===== src/rtl/uart_tx_cfg_if.sv =====
// TX FIFO head/pop handshake plus per-frame format configuration for uart_tx_cfg.
// master = FIFO/config owner, slave = transmitter.
interface uart_tx_cfg_if #(
  parameter int MaxDataLength = 9
);
  logic [MaxDataLength-1:0] tx_fifo_data;
  logic                     tx_fifo_empty;
  logic                     tx_fifo_read_en;
  logic [3:0]               cfg_data_len;
  logic [1:0]               cfg_parity;
  logic                     cfg_stop2;
  logic                     cfg_flow_en;

  modport master (
    output tx_fifo_data,
    output tx_fifo_empty,
    input  tx_fifo_read_en,
    output cfg_data_len,
    output cfg_parity,
    output cfg_stop2,
    output cfg_flow_en
  );

  modport slave (
    input  tx_fifo_data,
    input  tx_fifo_empty,
    output tx_fifo_read_en,
    input  cfg_data_len,
    input  cfg_parity,
    input  cfg_stop2,
    input  cfg_flow_en
  );
endinterface


===== src/rtl/uart_tx_cfg.sv =====
// Runtime-configurable UART TX (5..MaxDataLength data, N/O/E parity, 1/2 stop); UART_TX_BREAK_EN adds i_break/BREAK.
// Latency: pop + cfg latch in the launch cycle, start bit on o_tx one clock later; frames can run back-to-back.
// Backpressure: launches only when the FIFO is non-empty and (flow off or i_cts high); CTS is sampled at launch only.
module uart_tx_cfg #(
  parameter int MaxDataLength = 9,
  parameter int OverSample    = 16
) (
  input  logic i_clk,
  input  logic i_rst_n,
  output logic o_tx,
  input  logic i_cts,
`ifdef UART_TX_BREAK_EN
  input  logic i_break,
`endif
  output logic o_busy,
  output logic o_tx_done,
  uart_tx_cfg_if.slave tx_if
);

  localparam int              CW        = (OverSample > 2) ? $clog2(OverSample) : 1;
  localparam logic [CW-1:0]   CntReload = CW'(OverSample - 1);
  localparam logic [3:0]      LenMin    = 4'd5;
  localparam logic [3:0]      LenMax    = 4'(MaxDataLength);

`ifdef UART_TX_BREAK_EN
  typedef enum logic [2:0] {IDLE, START, DATA, PARITY, STOP, BREAK} state_t;
`else
  typedef enum logic [2:0] {IDLE, START, DATA, PARITY, STOP} state_t;
`endif

  state_t                   state_q, state_d;
  logic [CW-1:0]            cnt_q, cnt_d;
  logic [3:0]               bits_q, bits_d;
  logic [MaxDataLength-1:0] shreg_q, shreg_d;
  logic                     par_en_q, par_en_d;
  logic                     par_bit_q, par_bit_d;
  logic                     stop_left_q, stop_left_d;
  logic                     tx_q, tx_d;
  logic                     run_q;
`ifdef UART_TX_BREAK_EN
  logic [3:0]               brk_cnt_q, brk_cnt_d;
  logic                     brk_mark_q, brk_mark_d;
`endif

  logic       launch;
  logic       brk_req;
  logic       bit_end;
  logic       load;
  logic       done_c;
  logic [3:0] len_c;
  logic       par_x;

  // run_q keeps the pop strobe quiet for the first clock after reset release.
  assign launch  = run_q && !tx_if.tx_fifo_empty && (!tx_if.cfg_flow_en || i_cts);
`ifdef UART_TX_BREAK_EN
  assign brk_req = run_q && i_break;
`else
  assign brk_req = 1'b0;
`endif
  assign bit_end = (cnt_q == '0);

  always_comb begin
    len_c = tx_if.cfg_data_len;
    if (tx_if.cfg_data_len < LenMin) begin
      len_c = LenMin;
    end else if (tx_if.cfg_data_len > LenMax) begin
      len_c = LenMax;
    end
  end

  always_comb begin
    par_x = 1'b0;
    for (int i = 0; i < MaxDataLength; i++) begin
      if (4'(i) < len_c) begin
        par_x = par_x ^ tx_if.tx_fifo_data[i];
      end
    end
  end

  always_comb begin
    state_d     = state_q;
    cnt_d       = (state_q == IDLE) ? '0 : (bit_end ? CntReload : cnt_q - 1'b1);
    bits_d      = bits_q;
    shreg_d     = shreg_q;
    par_en_d    = par_en_q;
    par_bit_d   = par_bit_q;
    stop_left_d = stop_left_q;
    tx_d        = tx_q;
    load        = 1'b0;
    done_c      = 1'b0;
`ifdef UART_TX_BREAK_EN
    brk_cnt_d   = brk_cnt_q;
    brk_mark_d  = brk_mark_q;
`endif

    case (state_q)
      IDLE: begin
        tx_d = 1'b1;
        if (brk_req) begin
`ifdef UART_TX_BREAK_EN
          state_d    = BREAK;
          cnt_d      = CntReload;
          tx_d       = 1'b0;
          brk_cnt_d  = '0;
          brk_mark_d = 1'b0;
`endif
        end else if (launch) begin
          load    = 1'b1;
          state_d = START;
          cnt_d   = CntReload;
          tx_d    = 1'b0;
        end
      end

      START: begin
        tx_d = 1'b0;
        if (bit_end) begin
          state_d = DATA;
          tx_d    = shreg_q[0];
        end
      end

      DATA: begin
        tx_d = shreg_q[0];
        if (bit_end) begin
          if (bits_q == 4'd0) begin
            state_d = par_en_q ? PARITY : STOP;
            tx_d    = par_en_q ? par_bit_q : 1'b1;
          end else begin
            shreg_d = shreg_q >> 1;
            bits_d  = bits_q - 4'd1;
            tx_d    = shreg_q[1];
          end
        end
      end

      PARITY: begin
        tx_d = par_bit_q;
        if (bit_end) begin
          state_d = STOP;
          tx_d    = 1'b1;
        end
      end

      STOP: begin
        tx_d = 1'b1;
        if (bit_end) begin
          if (stop_left_q) begin
            stop_left_d = 1'b0;
          end else begin
            done_c = 1'b1;
            if (brk_req) begin
`ifdef UART_TX_BREAK_EN
              state_d    = BREAK;
              tx_d       = 1'b0;
              brk_cnt_d  = '0;
              brk_mark_d = 1'b0;
`endif
            end else if (launch) begin
              load    = 1'b1;
              state_d = START;
              tx_d    = 1'b0;
            end else begin
              state_d = IDLE;
            end
          end
        end
      end

`ifdef UART_TX_BREAK_EN
      // Low for at least 12 bit periods, extended a period at a time while i_break holds.
      BREAK: begin
        if (!brk_mark_q) begin
          tx_d = 1'b0;
          if (bit_end) begin
            if (brk_cnt_q != 4'd11) begin
              brk_cnt_d = brk_cnt_q + 4'd1;
            end else if (!i_break) begin
              brk_mark_d = 1'b1;
              tx_d       = 1'b1;
            end
          end
        end else begin
          tx_d = 1'b1;
          if (bit_end) begin
            state_d    = IDLE;
            brk_mark_d = 1'b0;
          end
        end
      end
`endif

      default: begin
        state_d = IDLE;
        tx_d    = 1'b1;
      end
    endcase

    if (load) begin
      shreg_d     = tx_if.tx_fifo_data;
      bits_d      = len_c - 4'd1;
      par_en_d    = (tx_if.cfg_parity == 2'b01) || (tx_if.cfg_parity == 2'b10);
      par_bit_d   = (tx_if.cfg_parity == 2'b01) ? ~par_x : par_x;
      stop_left_d = tx_if.cfg_stop2;
    end
  end

  always_ff @(posedge i_clk or negedge i_rst_n) begin
    if (!i_rst_n) begin
      state_q     <= IDLE;
      cnt_q       <= '0;
      bits_q      <= '0;
      shreg_q     <= '0;
      par_en_q    <= 1'b0;
      par_bit_q   <= 1'b0;
      stop_left_q <= 1'b0;
      tx_q        <= 1'b1;
      run_q       <= 1'b0;
    end else begin
      state_q     <= state_d;
      cnt_q       <= cnt_d;
      bits_q      <= bits_d;
      shreg_q     <= shreg_d;
      par_en_q    <= par_en_d;
      par_bit_q   <= par_bit_d;
      stop_left_q <= stop_left_d;
      tx_q        <= tx_d;
      run_q       <= 1'b1;
    end
  end

`ifdef UART_TX_BREAK_EN
  always_ff @(posedge i_clk or negedge i_rst_n) begin
    if (!i_rst_n) begin
      brk_cnt_q  <= '0;
      brk_mark_q <= 1'b0;
    end else begin
      brk_cnt_q  <= brk_cnt_d;
      brk_mark_q <= brk_mark_d;
    end
  end
`endif

  assign o_tx                  = tx_q;
  assign o_busy                = (state_q != IDLE);
  assign o_tx_done             = done_c;
  assign tx_if.tx_fifo_read_en = load;

endmodule

===== src/flat_wrapper.sv =====
// flat-port wrapper written by rule: the top's interface ports become plain ports
module uart_tx_cfg_flat 
#(
  parameter int MaxDataLength = 9,
  parameter int OverSample    = 16
)
  (i_clk, i_rst_n, o_tx, i_cts, o_busy, o_tx_done, tx_if_tx_fifo_data, tx_if_tx_fifo_empty, tx_if_tx_fifo_read_en, tx_if_cfg_data_len, tx_if_cfg_parity, tx_if_cfg_stop2, tx_if_cfg_flow_en);
  uart_tx_cfg_if #(.MaxDataLength(MaxDataLength)) tx_if_i ();
  input  logic i_clk;
  input  logic i_rst_n;
  output logic o_tx;
  input  logic i_cts;
  output logic o_busy;
  output logic o_tx_done;
  input wire logic [$bits(tx_if_i.tx_fifo_data)-1:0] tx_if_tx_fifo_data;
  input wire logic [$bits(tx_if_i.tx_fifo_empty)-1:0] tx_if_tx_fifo_empty;
  output wire logic [$bits(tx_if_i.tx_fifo_read_en)-1:0] tx_if_tx_fifo_read_en;
  input wire logic [$bits(tx_if_i.cfg_data_len)-1:0] tx_if_cfg_data_len;
  input wire logic [$bits(tx_if_i.cfg_parity)-1:0] tx_if_cfg_parity;
  input wire logic [$bits(tx_if_i.cfg_stop2)-1:0] tx_if_cfg_stop2;
  input wire logic [$bits(tx_if_i.cfg_flow_en)-1:0] tx_if_cfg_flow_en;
  assign tx_if_i.tx_fifo_data = tx_if_tx_fifo_data;
  assign tx_if_i.tx_fifo_empty = tx_if_tx_fifo_empty;
  assign tx_if_tx_fifo_read_en = tx_if_i.tx_fifo_read_en;
  assign tx_if_i.cfg_data_len = tx_if_cfg_data_len;
  assign tx_if_i.cfg_parity = tx_if_cfg_parity;
  assign tx_if_i.cfg_stop2 = tx_if_cfg_stop2;
  assign tx_if_i.cfg_flow_en = tx_if_cfg_flow_en;
  uart_tx_cfg #(.MaxDataLength(MaxDataLength), .OverSample(OverSample)) u_core (.i_clk(i_clk), .i_rst_n(i_rst_n), .o_tx(o_tx), .i_cts(i_cts), .o_busy(o_busy), .o_tx_done(o_tx_done), .tx_if(tx_if_i));
endmodule

===== config.mk =====
export PLATFORM = sky130hd
export DESIGN_NAME = uart_tx_cfg_flat
export DESIGN_NICKNAME = d
export VERILOG_FILES = /design/src/rtl/uart_tx_cfg_if.sv /design/src/rtl/uart_tx_cfg.sv /design/src/flat_wrapper.sv
export SDC_FILE = /design/constraint.sdc
export NUM_CORES = 1
export LEC_CHECK = 0
export ABC_AREA = 1
export CAP_MARGIN = 20
export CORE_ASPECT_RATIO = 1.2
export CORE_MARGIN = 4
export CORE_UTILIZATION = 30
export CTS_BUF_LIST = sky130_fd_sc_hd__clkbuf_4 sky130_fd_sc_hd__clkbuf_8
export DETAILED_ROUTE_END_ITERATION = 7
export HOLD_SLACK_MARGIN = 0.15
export PLACE_DENSITY = 0.56
export SLEW_MARGIN = 0
export SYNTH_ARGS = -nofsm -noshare
export SYNTH_HDL_FRONTEND = slang
export SYNTH_SLANG_ARGS = --single-unit

===== constraint.sdc =====
create_clock -name i_clk -period 1.7 [get_ports i_clk]
set_input_delay 0.255 -clock i_clk [delete_from_list [all_inputs] [get_ports i_clk]]
set_output_delay 0.255 -clock i_clk [all_outputs]
set_load 0.01 [all_outputs]

==> flow_metrics.env, run 1 <==
export IMPL_rr_startpoint="u_core.cnt_q[0]"
export IMPL_wl_per_cell_um=11.1
export IMPL_crit_arrival_ns=1.40
export IMPL_drv_cap=0
export IMPL_dp_hpwl_mm=2.81
export IMPL_htreeDepth=1
export IMPL_cts_tree="done"
export IMPL_fmax_mhz=604
export IMPL_die_h_um=89.3
export IMPL_drtPass1Iterations=4
export IMPL_setup_viol=0
export IMPL_pwr_density_cell_nw_per_um2=1340
export IMPL_start_kind="flip-flop"
export IMPL_yosys_warnings=0
export IMPL_fin_ws_ns=0.0434
export IMPL_finalCritPeriodShare_pct=97.4
export IMPL_synth_area_per_cell_um2=7.61
export IMPL_synth_top_cell_area_share_pct=36.4
export IMPL_core_um2=5300
export IMPL_slew_violations=0
export IMPL_diodes=0
export IMPL_syn_inst=217
export IMPL_finalWirelength_mm=3.67
export IMPL_crit_slowest_cell="dfrtp_1"
export IMPL_grt_pass1_vias=1512
export IMPL_drc=0
export IMPL_dp_slack_ns=-0.633
export IMPL_finClkSkew_ns=0.00350
export IMPL_hold_viol=0
export IMPL_drive_above_1_share_pct=26.6
export IMPL_path_cells="inv_2, ha_4, nand2_4, nor2_4, nand2_2, nand2_2, nand2_4, inv_4, buf_6"
export IMPL_slowest_delay_ns=0.39
export IMPL_crit_type="reg -> out"
export IMPL_yosysSeqAreaShare_pct=38.0
export IMPL_die_x_um=75.7
export IMPL_synth_cell_types=38
export IMPL_rsz0062_at_grt="true"
export IMPL_grt_pass1_wl_mm=6.44
export IMPL_ir_drop_mv=0.422
export IMPL_clock_latency_ns=0.26
export IMPL_status="finished clean"
export IMPL_final_antenna_net_count=0
export IMPL_yosys_area_top_type="dfrtp_1"
export IMPL_period_needed_ns=1.66
export IMPL_hp_class="in -> async"
export IMPL_worst_setup_path_end_kind="primary output"
export IMPL_num_vias=1514
export IMPL_crit_buf_inv=3
export IMPL_antenna_found_initial=0
export IMPL_syn_num_nets=243
export IMPL_cp_top_family="flip-flops"
export IMPL_p_leak_nw=1.07
export IMPL_port_buffers=24
export IMPL_cp_startpoint="u_core.cnt_q[0]"
export IMPL_vias_per_cell=4.60
export IMPL_start_util_pct=31.2
export IMPL_critPathMaxFanout=3
export IMPL_area_growth_pct=35.9
export IMPL_synth_ff_latch_count=25
export IMPL_synth_area_leaders="dfrtp_1, inv_1, o21ai_1, nand2_1, nand3_1"
export IMPL_grt_overflow=0
export IMPL_io_pins=25
export IMPL_max_clock_path_buffers=2
export IMPL_tns_ns=0
export IMPL_synth_main_ff_cell="dfrtp_1"
export IMPL_layout_nets=294
export IMPL_ys_async_sr_fraction_pct=100
export IMPL_root_buffer="clkbuf_8"
export IMPL_path_clk_slew_ns=0.09
export IMPL_rows=29
export IMPL_grt_max_degree=26
export IMPL_drt_iter0_markers=54
export IMPL_required_ns=1.44
export IMPL_clock_sinks=25
export IMPL_gp_congestion=0.832
export IMPL_cts_buffers=3
export IMPL_synth_area_um2=1650
export IMPL_grtUsageTotal_pct=12.1
export IMPL_die_area_um2=6760
export IMPL_synth_edf_count=0
state kept, by name, summed over array words and instances (netlist names):
signal	flops
u_core.shreg_q	9
u_core.bits_q	4
u_core.cnt_q	4
u_core.state_q	3
u_core.o_tx	1
u_core.par_bit_q	1
u_core.par_en_q	1
u_core.run_q	1
u_core.stop_left_q	1
synthesized netlist by cell type, drive strengths merged (2+ instances only):
library cell	count
a21boi	2
a21oi	8
a31oi	3
buf	5
dfrtp	24
ha	5
inv	41
nand2	37
nand3	15
nor2	17
nor3	3
o21ai	35
o21bai	2
o221ai	3
o22ai	2
or2	2
xnor2	2
cell usage in the layout, fill, tap and decap left out, types with 4 or more instances in the layout:
master,n
a21oi_1,6
buf_4,27
clkdlybuf4s50_1,17
dfrtp_1,24
inv_1,33
inv_2,7
nand2_1,29
nand2_2,5
nand3_1,13
nor2_1,13
o21ai_0,4
o21ai_1,28
routing by layer:
layer	track usage, %	part of all wire (%)
met1	14.7	45
met2	21.8	50
met3	1.91	4.1
met4	3.18	0.90
met5	0	0
worst register-to-register path: stages, from the launching register on:
cell and delay, ns:
dfrtp_1 0.39, inv_2 0.08, ha_4 0.14, nand2_4 0.05
nor2_4 0.11, nand2_2 0.08, nand2_2 0.07, nand2_4 0.06
buf_4 0.21, nand2_8 0.13, nor2_1 0.05, a31oi_1 0.13
layout make-up:
type	count	area (um^2)
repair buffers	51	432
multi-input cells	145	897
well taps	62	77.6
clock buffers	4	48.8
fillers	561	3050
flip-flops and latches	25	627
inverters	42	163
kinds of logic after synthesis:
group | share of synthesized area, %
xor gates and xnor gates | 1.59
other | 0.227
DFF | 38.0
adders and majority gates | 3.79
and+or+nand+nor | 22.7
buffers and inverters | 12.8
AOI/OAI and AO/OA | 20.9
metrics by stage:
| stage | util, % | cells | total power, W | hold slack [ns] | instance area, um^2 |
|---|---|---|---|---|---|
| 5_1_grt | 42.4 | 329 | 0.00333 | 0.382 | 2240 |
| 2_1_floorplan | - | 217 | 0.00211 | -0.0406 | 1680 |
| 4_1_cts | 41.1 | 328 | 0.00297 | 0.360 | 2180 |
| 3_3_place_gp | 39.2 | 317 | 0.00257 | 0.446 | 2080 |
| 6_report | 42.4 | 329 | 0.00301 | 0.353 | 2240 |
| 3_5_place_dp | 39.2 | 317 | 0.00258 | 0.450 | 2080 |
power breakdown:
part / leakage, nW / internal [W] / switching, W / total, W
Combinational: 0.742 / 0.000720 / 0.000882 / 0.00160
Sequential: 0.300 / 0.000892 / 0.000154 / 0.00105
Clock: 0.0262 / 0.000183 / 0.000182 / 0.000365
Total: 1.07 / 0.00180 / 0.00122 / 0.00301
worst paths after layout:
kind | endpoint | slack [ns] | depth (start not counted)
worst max-delay path | tx_if_tx_fifo_read_en | 0.04 | 9
worst min-delay path | u_core.state_q[1] | 0.35 | 2
worst max register to register | u_core.bits_q[2] | 0.11 | 11
worst min register to register | u_core.bits_q[0] | 0.51 | 1
max in group asynchronous | u_core.o_tx | 1.06 | 2
min in group i_clk | u_core.bits_q[2] | 0.48 | 5
timing repair:
action	in CTS	in global routing
hold buffers	0	0
pin swaps	11	13
buffers inserted	7	1
setup endpoints to repair	9	18
resized for setup	22	18
Power figures use the tool's default switching activity.
==> run 2: changes to the inputs <==
--- a/config.mk
+++ b/config.mk
@@ -18,3 +18,4 @@
 export SYNTH_ARGS = -nofsm -noshare
 export SYNTH_HDL_FRONTEND = slang
 export SYNTH_SLANG_ARGS = --single-unit
+export TNS_END_PERCENT = 10
==> run 2 against run 1 <==
Compared with the run above:
- worst setup slack gained 0.00097 ns
- die area is the same
- wire length increased by 0.98%
- clock power barely moved
- hold slack worse by 0.00060 ns
- non-clock buffer count stayed put
- first-iteration DRC count rose by 31%
- critical path type unchanged
- critical endpoint unchanged
- largest power group unchanged
- highest routed layer unchanged
==> flow_metrics.env, run 2 (synthesized netlist as in run 1, its figures left out) <==
export IMPL_status="finished clean"
export IMPL_drive_above_1_share_pct=27.0
export IMPL_rr_startpoint="u_core.cnt_q[0]"
export IMPL_drtPass1Iterations=4
export IMPL_finalCritPeriodShare_pct=97.4
export IMPL_antenna_found_initial=0
export IMPL_rows=29
export IMPL_core_um2=5300
export IMPL_grt_max_degree=26
export IMPL_critPathMaxFanout=3
export IMPL_register_area_um2=627
export IMPL_hold_viol=0
export IMPL_setup_viol=0
export IMPL_layout_commonest_cell="inv_1"
export IMPL_fin_ws_ns=0.0444
export IMPL_clock_latency_ns=0.26
export IMPL_vias_per_cell=4.67
export IMPL_cts_tree="done"
export IMPL_largest_register="u_core.shreg_q"
export IMPL_layout_nets=294
export IMPL_grtUsageTotal_pct=12.1
export IMPL_final_antenna_net_count=0
export IMPL_crit_slowest_cell="dfrtp_1"
export IMPL_dp_hpwl_mm=2.81
export IMPL_die_area_um2=6760
export IMPL_cts_buffers=3
export IMPL_drv_cap=0
export IMPL_slew_violations=0
export IMPL_cp_endpoint="tx_if_tx_fifo_read_en"
export IMPL_cp_startpoint="u_core.cnt_q[0]"
export IMPL_die_x_um=75.7
export IMPL_pwr_density_cell_nw_per_um2=1330
export IMPL_r2r_end="u_core.bits_q[2]"
export IMPL_crit_arrival_ns=1.40
export IMPL_dp_slack_ns=-0.633
export IMPL_gp_congestion=0.832
export IMPL_path_cells="inv_2, ha_4, nand2_4, nor2_4, nand2_2, nand2_2, nand2_4, inv_4, buf_6"
export IMPL_post_route_util_pct=42.8
export IMPL_place_area_um2=2080
export IMPL_drt_iter0_markers=71
export IMPL_clock_sinks=25
export IMPL_fmax_mhz=604
export IMPL_root_buffer="clkbuf_8"
export IMPL_largest_register_ffs=9
export IMPL_reg2reg_depth=11
export IMPL_postCtsHoldBufs=0
export IMPL_slowest_delay_ns=0.39
export IMPL_max_clock_path_buffers=2
export IMPL_start_util_pct=31.2
export IMPL_grt_pass1_vias=1512
export IMPL_finalPower_w=0.00302
export IMPL_num_vias=1536
export IMPL_reg_largest_list="u_core.shreg_q x9, u_core.bits_q x4, u_core.cnt_q x4"
export IMPL_grt_overflow=0
export IMPL_finClkSkew_ns=0.00384
export IMPL_grt_pass1_wl_mm=6.44
export IMPL_period_needed_ns=1.66
export IMPL_hp_class="in -> async"
export IMPL_htreeDepth=1
export IMPL_die_h_um=89.3
export IMPL_fill_cells=558
export IMPL_port_buffers=24
export IMPL_diodes=0
export IMPL_required_ns=1.44
export IMPL_p_leak_nw=1.07
export IMPL_tns_ns=0
export IMPL_wl_per_cell_um=11.3
export IMPL_area_growth_pct=37.3
export IMPL_r2r_slack_ns=0.11
export IMPL_path_clk_slew_ns=0.09
export IMPL_multi_input_area_um2=921
export IMPL_worst_setup_path_end_kind="primary output"
export IMPL_start_kind="flip-flop"
export IMPL_crit_type="reg -> out"
export IMPL_finalWirelength_mm=3.70
export IMPL_final_cell_mix="inv_1, nand2_1, o21ai_1, buf_4, dfrtp_1"
export IMPL_post_route_cell_area_um2=2270
export IMPL_ir_drop_mv=0.422
export IMPL_io_pins=25
export IMPL_rsz0062_at_grt="true"
export IMPL_drc=0
run 2: area by class of cell:
type / instances / area share [%]
clock buffer: 4 / 2.15
inverter: 42 / 7.17
multi-input combinational: 145 / 40.6
sequential: 25 / 27.6
tap: 62 / 3.42
timing repair buffer: 51 / 19.0
run 2: worst max-delay path: cells and delay by family, from the launching register on:
| family | cells | cell delay (ns) |
|---|---|---|
| simple gates | 5 | 0.37 |
| flops | 1 | 0.39 |
| fa+ha+maj | 1 | 0.14 |
| buf+inv | 3 | 0.23 |
run 2: metrics by stage:
stage / instances / hold WS, ns
CTS: 328 / 0.360
global route: 329 / 0.382
detailed placement: 317 / 0.450
finish: 329 / 0.352
global placement: 317 / 0.446
floorplan: 217 / -0.0406
run 2: how the worst min path moves through the flow:
stage,endpoint,slack [ns],start
after global placement,u_core.cnt_q[0],0.45,u_core.cnt_q[0]
final,u_core.state_q[1],0.35,i_rst_n
after detailed placement,u_core.cnt_q[0],0.45,u_core.cnt_q[0]
after global routing,u_core.state_q[0],0.38,i_rst_n
after CTS,u_core.run_q,0.36,i_rst_n
after floorplan,u_core.bits_q[0],-0.04,i_rst_n
run 2: layer usage:
metal | global-route usage, % | part of all wire, %
met1 | 14.7 | 44
met2 | 21.8 | 50
met3 | 1.91 | 4.4
met4 | 3.18 | 1.3
met5 | 0 | 0
run 2: timing repair:
item,in CTS,in global routing
endpoints found under the setup margin,9,18
gates resized for setup,20,24
gates cloned,0,0
pin swaps,7,14
buffers inserted,7,1
run 2: report_power, final:
group / total (W) / internal, W / switching [W] / leakage [nW]
combinational: 0.00161 / 0.000723 / 0.000886 / 0.745
sequential: 0.00104 / 0.000892 / 0.000153 / 0.300
clock: 0.000365 / 0.000183 / 0.000182 / 0.0262
==> RTL change 1, RTL diff (settings of run 2) <==
`OverSample` is set to 16 in 2 places; all go to 8.
--- a/src/rtl/uart_tx_cfg.sv
+++ b/src/rtl/uart_tx_cfg.sv
@@ -5,3 +5,3 @@
   parameter int MaxDataLength = 9,
-  parameter int OverSample    = 16
+  parameter int OverSample    = 8
 ) (
--- a/src/flat_wrapper.sv
+++ b/src/flat_wrapper.sv
@@ -4,3 +4,3 @@
   parameter int MaxDataLength = 9,
-  parameter int OverSample    = 16
+  parameter int OverSample    = 8
 )
Formal check against the unedited RTL: no difference found for any inputs over 10 cycles, from zero or initial values and one cycle with i_rst_n low; that may be too few to reach the edited logic, so the function may still have changed.
==> RTL change 1 against run 2 <==
- global-route usage up 0.22 points
- critical path depth down 2
- wire length up 0.73%
- sequential cell count down 1
- worst hold slack worse by 0.012 ns
- cell area up 3.0%
- count of clock-buffer cells in the layout down 1
- power up 10%
- area after synthesis down 2.1%
- worst setup slack worse by 0.041 ns
- clock power up 39%
- synthesized cell count down 2.3%
- largest cell class unchanged
- largest power group unchanged
==> RTL change 1: results (changes against run 2) <==
* Synth top area cells: dfrtp_1 (36%), inv_1 (10%), nand2_1 (7.9%)
* GR Util All Layers at 12.3% (+0.22 points)
* Post-synthesis sequential area ratio at 37.2% (-0.73 points)
* DP HPWL at 2980 um (+6.0%)
* CP delay by family, top: simple AND/OR/NAND/NOR gates
* Root buffer cell: clkbuf_8
* Yosys warns at 0 (unchanged)
* Status: finished, final reports clean
* CP max stage delay at 0.40 ns
* Largest regs: u_core.shreg_q (9), u_core.bits_q (4)
* Peak VDD IR at 0.000598 V (+42%)
* Port Buf Inserts at 24 (unchanged)
* Htree depth at 1 (unchanged)
* Critical path's slowest cell: dfrtp_1
* Initial antenna violation count at 0 (unchanged)
* Num CTS Buffers at 3 (unchanged)
* Clock Skews at 0.00773 ns (+0.00389 ns)
* DR vias/cell at 4.54 (-2.7%)
* Clk_lat worst skew at 0.27 ns
* Most common flop cell mapped by yosys: dfrtp_1
* Reg clk slew, reported paths at 0.10 ns
* Clock Tree Buf Depth at 2 (unchanged)
* First-pass GRT wire length at 6550 um (+1.7%)
* Starting DRT DRC Count at 91 (+28%)
* # diodes at 0 (unchanged)
* Largest net degree at the start of global routing at 25 (-3.8%)
* DP Area at 2160 um^2 (+4.3%)
* Layout cells sized above 1 at 29.6% (+2.6 points)
* Layout net count at 302 (+2.7%)
* Syn nets at 239 (-1.6%)
* Leakage Power at 1.15 nW (+7.5%)
* Iteration count of the initial detailed-routing pass at 4 (unchanged)
* Vias in the first global route at 1522 (+0.66%)
* Post-synth cell types at 32 (-16%)
* Routed WL at 3730 um (+0.73%)
* Most common library cells after synthesis: inv_1 (43), nand2_1 (34), dfrtp_1 (23)
* Post-synth ARST share at 100% (unchanged)
* Hold WC Path Type: primary input to asynchronous set/reset pin
* Worst Path Arrival at 1.44 ns (+0.04 ns)
* Crit Path Max Fanout at 2 (-1)
* Routability congestion estimate at 0.771 (-7.4%)
RTL change 1: final cells by class:
cell class	instances	area, um^2
Fill cell	529	2920
Sequential cell	24	602
Tap cell	62	77.6
Clock buffer	3	41.3
Multi-Input combinational cell	139	873
Inverter	45	169
Timing Repair Buffer	62	544
Clock inverter	1	30.0
RTL change 1: path summary, 6_finish.rpt:
kind                              startpoint               endpoint  slack, ns  cells past startpoint
setup / recovery           u_core.state_q[0]  tx_if_tx_fifo_read_en      0.004                      7
hold / removal                       i_rst_n           u_core.run_q       0.34                      2
max in group asynchronous            i_rst_n            u_core.o_tx       1.08                      2
min in group i_clk           u_core.cnt_q[0]        u_core.cnt_q[0]       0.49                      1
hold reg to reg              u_core.cnt_q[0]        u_core.cnt_q[0]       0.49                      1
setup reg to reg           u_core.state_q[0]       u_core.bits_q[2]       0.02                     10
RTL change 1: where the power goes:
part / switching [W] / internal (W) / total (W)
clock: 0.000193 / 0.000315 / 0.000508
sequential: 0.000126 / 0.000856 / 0.000983
combinational: 0.000956 / 0.000886 / 0.00184
RTL change 1: logic make-up (layout without fill, tap and decap cells):
family | Yosys count | count (layout) | synth area share (%)
simple gates | 69 | 69 | 20.1
compound gates | 60 | 60 | 22.9
buf+inv | 49 | 111 | 13.2
flops | 24 | 24 | 37.2
fa+ha+maj | 6 | 6 | 4.64
xor+xnor | 3 | 3 | 1.63
other cells | 1 | 1 | 0.232
RTL change 1: stage by stage:
step / setup slack (ns) / std cells / hold slack (ns) / util, %
after floorplan: 0.141 / 212 / -0.0406 / -
after global placement: -0.456 / 329 / 0.448 / 41.1
after detailed placement: -0.537 / 329 / 0.463 / 41.1
after CTS: -0.0331 / 336 / 0.363 / 43.4
after global routing: -0.100 / 336 / 0.383 / 44.4
final: 0.00356 / 336 / 0.340 / 44.4
RTL change 1: metal layers:
layer	wire length (um)	GRT usage, %	up-vias	share of wire, %
met3	182	2.16	2	4.9
met4	25	2.43	0	0.67
met2	1860	21.0	28	50
met5	0	0	-	0
li1	-	-	811	-
met1	1670	16.2	686	45
RTL change 1: repair_timing:
action / CTS / global route
hold buffers: 0 / 0
pin swaps: 6 / 5
setup endpoints to repair: 14 / 19
buffers inserted: 3 / 0
resized for setup: 25 / 14
endpoints found under the hold margin: 0 / 0
RTL change 1: worst register-to-register path, cell delays in order, from the launching register on:
cell and delay, ns:
dfrtp_1 0.40, nor2_2 0.15, buf_4 0.13, nand2_1 0.09
nor2_4 0.12, buf_6 0.11, o21bai_4 0.08, buf_12 0.16
buf_8 0.12, a21oi_4 0.12, o22ai_2 0.07
==> RTL change 2, RTL diff (config.mk and constraints of run 2) <==
Without the edit above. Take the reset off `shreg_q` and load it in a clocked block of its own.
--- a/src/rtl/uart_tx_cfg.sv
+++ b/src/rtl/uart_tx_cfg.sv
@@ -212,3 +212,2 @@
       bits_q      <= '0;
-      shreg_q     <= '0;
       par_en_q    <= 1'b0;
@@ -222,3 +221,2 @@
       bits_q      <= bits_d;
-      shreg_q     <= shreg_d;
       par_en_q    <= par_en_d;
@@ -229,2 +227,6 @@
     end
+  end
+
+  always_ff @(posedge i_clk) begin
+    shreg_q <= shreg_d;
   end
Function: same outputs for any inputs over 10 cycles, from zero or initial values and one cycle with i_rst_n low; that may be too few to reach the edited logic, so the function may still have changed.
==> RTL change 2 against run 2 <==
- combinational power grew 5%
- cell count is 2.7% lower
- area after synthesis up 1.7%
- synthesized cell count is 4.1% lower
- sequential cell count unchanged
- wire length is 3.0% lower
- power rose by 1.0%
- cell area fell by 0.39%
- count of clock-buffer cells in the layout fell by 1
- worst setup slack improved by 0.0019 ns
- critical path type is now register to register
- highest routed layer unchanged
==> RTL change 2: results (changes against run 2) <==
* Port Buf Inserts at 24 (unchanged)
* Syn_area_per_cell at 8.07 um^2 (+6.1%)
* DP HPWL at 2830 um (+0.51%)
* EDFF count, synth at 9 (+9)
* Clock Skews at 0.00351 ns (-0.000329 ns)
* Post-synth cell types at 35 (-7.9%)
* Routed WL at 3590 um (-3.0%)
* Layout net count at 285 (-3.1%)
* Hold WC Path Type: primary input to asynchronous set/reset pin
* Iteration count of the initial detailed-routing pass at 4 (unchanged)
* Syn nets at 234 (-3.7%)
* Crit Path Max Fanout at 22 (+19)
* Initial antenna violation count at 0 (unchanged)
* First-pass GRT wire length at 6330 um (-1.6%)
* Routability congestion estimate at 0.828 (-0.46%)
* DR vias at 1462 (-4.8%)
* GR Util All Layers at 11.2% (-0.92 points)
* Post-Layout Cell Count at 320 (-2.7%)
* Most common library cells after synthesis: nand2_1 (50), inv_1 (30), dfrtp_1 (15)
* Clk_lat worst skew at 0.27 ns
* Post-synth ARST share at 64.0% (-36 points)
* DP Worst Slack at -0.596 ns (+0.0368 ns)
* Status: finished, final reports clean
* Starting DRT DRC Count at 49 (-31%)
* Layout cells sized above 1 at 31.8% (+4.8 points)
* Peak VDD IR at 0.000417 V (-1.2%)
* Largest net degree at the start of global routing at 23 (-12%)
* Post-synthesis sequential area ratio at 40.0% (+2.1 points)
* Leakage Power at 1.09 nW (+1.4%)
* Placed cell count at 313 (-1.3%)
* Synth top area cells: dfrtp_1 (22%), edfxtp_1 (16%), nand2_1 (11%)
* Worst Path Arrival at 1.65 ns (+0.25 ns)
* # diodes at 0 (unchanged)
==> RTL change 2: logic make-up after synthesis <==
family,count (synthesis),share of synthesized area [%]
other,1,0.223
adder cells (fa/ha/maj),5,3.73
XOR/XNOR,2,1.04
flip-flops,25,40.0
AO/OA/AOI/OAI,39,15.6
AND/OR/NAND/NOR,93,28.5
buffers and inverters,43,11.0
==> RTL change 2: layer usage <==
layer / vias up / GRT usage, % / routed length, um / share of wire [%]
li1: 765 / - / - / -
met1: 670 / 12.7 / 1560 / 43
met5: - / 0 / 0 / 0
met3: 4 / 2.50 / 142 / 4.0
met4: 0 / 4.38 / 45 / 1.3
met2: 23 / 20.1 / 1850 / 51
==> RTL change 2: through the flow <==
stage                     TNS [ns]  area [um^2]  hold slack (ns)  power [W]  utilization [%]
after detailed placement     -3.01         2140            0.507    0.00260             39.9
after global placement       -2.89         2140            0.501    0.00257             39.9
after global routing        -0.258         2260            0.336    0.00333             42.1
after floorplan                  0         1680          -0.0406    0.00210                -
after CTS                   -0.299         2240            0.316    0.00304             41.7
final                            0         2260            0.309    0.00305             42.1
==> RTL change 2: worst paths after layout <==
| check | startpoint | to | slack (ns) | cells after the start |
|---|---|---|---|---|
| worst min register to register | u_core.bits_q[0] | u_core.bits_q[0] | 0.52 | 1 |
| worst max register to register | u_core.cnt_q[0] | u_core.shreg_q[0] | 0.05 | 10 |
| max in group asynchronous | i_rst_n | u_core.o_tx | 1.14 | 2 |
| worst min-delay path | i_rst_n | u_core.state_q[0] | 0.31 | 2 |
| min in group i_clk | tx_if_cfg_data_len[0] | u_core.bits_q[0] | 0.49 | 5 |
| worst max-delay path | u_core.cnt_q[0] | u_core.shreg_q[0] | 0.05 | 10 |
==> RTL change 2: power breakdown <==
part | total, W | switching, W | internal (W)
logic | 0.00169 | 0.000939 | 0.000752
registers | 0.000996 | 0.000134 | 0.000862
clock network | 0.000363 | 0.000197 | 0.000166
total | 0.00305 | 0.00127 | 0.00178
==> RTL change 2: cell type report <==
| class | instances | area (um^2) |
|---|---|---|
| fill | 568 | 3110 |
| timing repair buffer | 49 | 427 |
| tap | 62 | 77.6 |
| clock buffer | 3 | 41.3 |
| clock inverter | 1 | 7.51 |
| sequential | 25 | 672 |
| inverter | 40 | 150 |
| multi-input combinational | 140 | 885 |
==> RTL change 2: critical path: stages, from the launching register on <==
cell and delay [ns]:
dfrtp_1 0.40, inv_2 0.08, ha_4 0.14, nand2_4 0.06, nor2_8 0.09, nand2_4 0.07, nand2_2 0.07, nand2_4 0.06
buf_6 0.17, nand2_4 0.10, buf_12 0.13
==> RTL change 2: timing repair <==
item | in CTS | in global routing
resized for setup | 22 | 14
pin swaps | 3 | 4
setup endpoints to repair | 15 | 18
buffers inserted | 1 | 2
cloned | 0 | 0
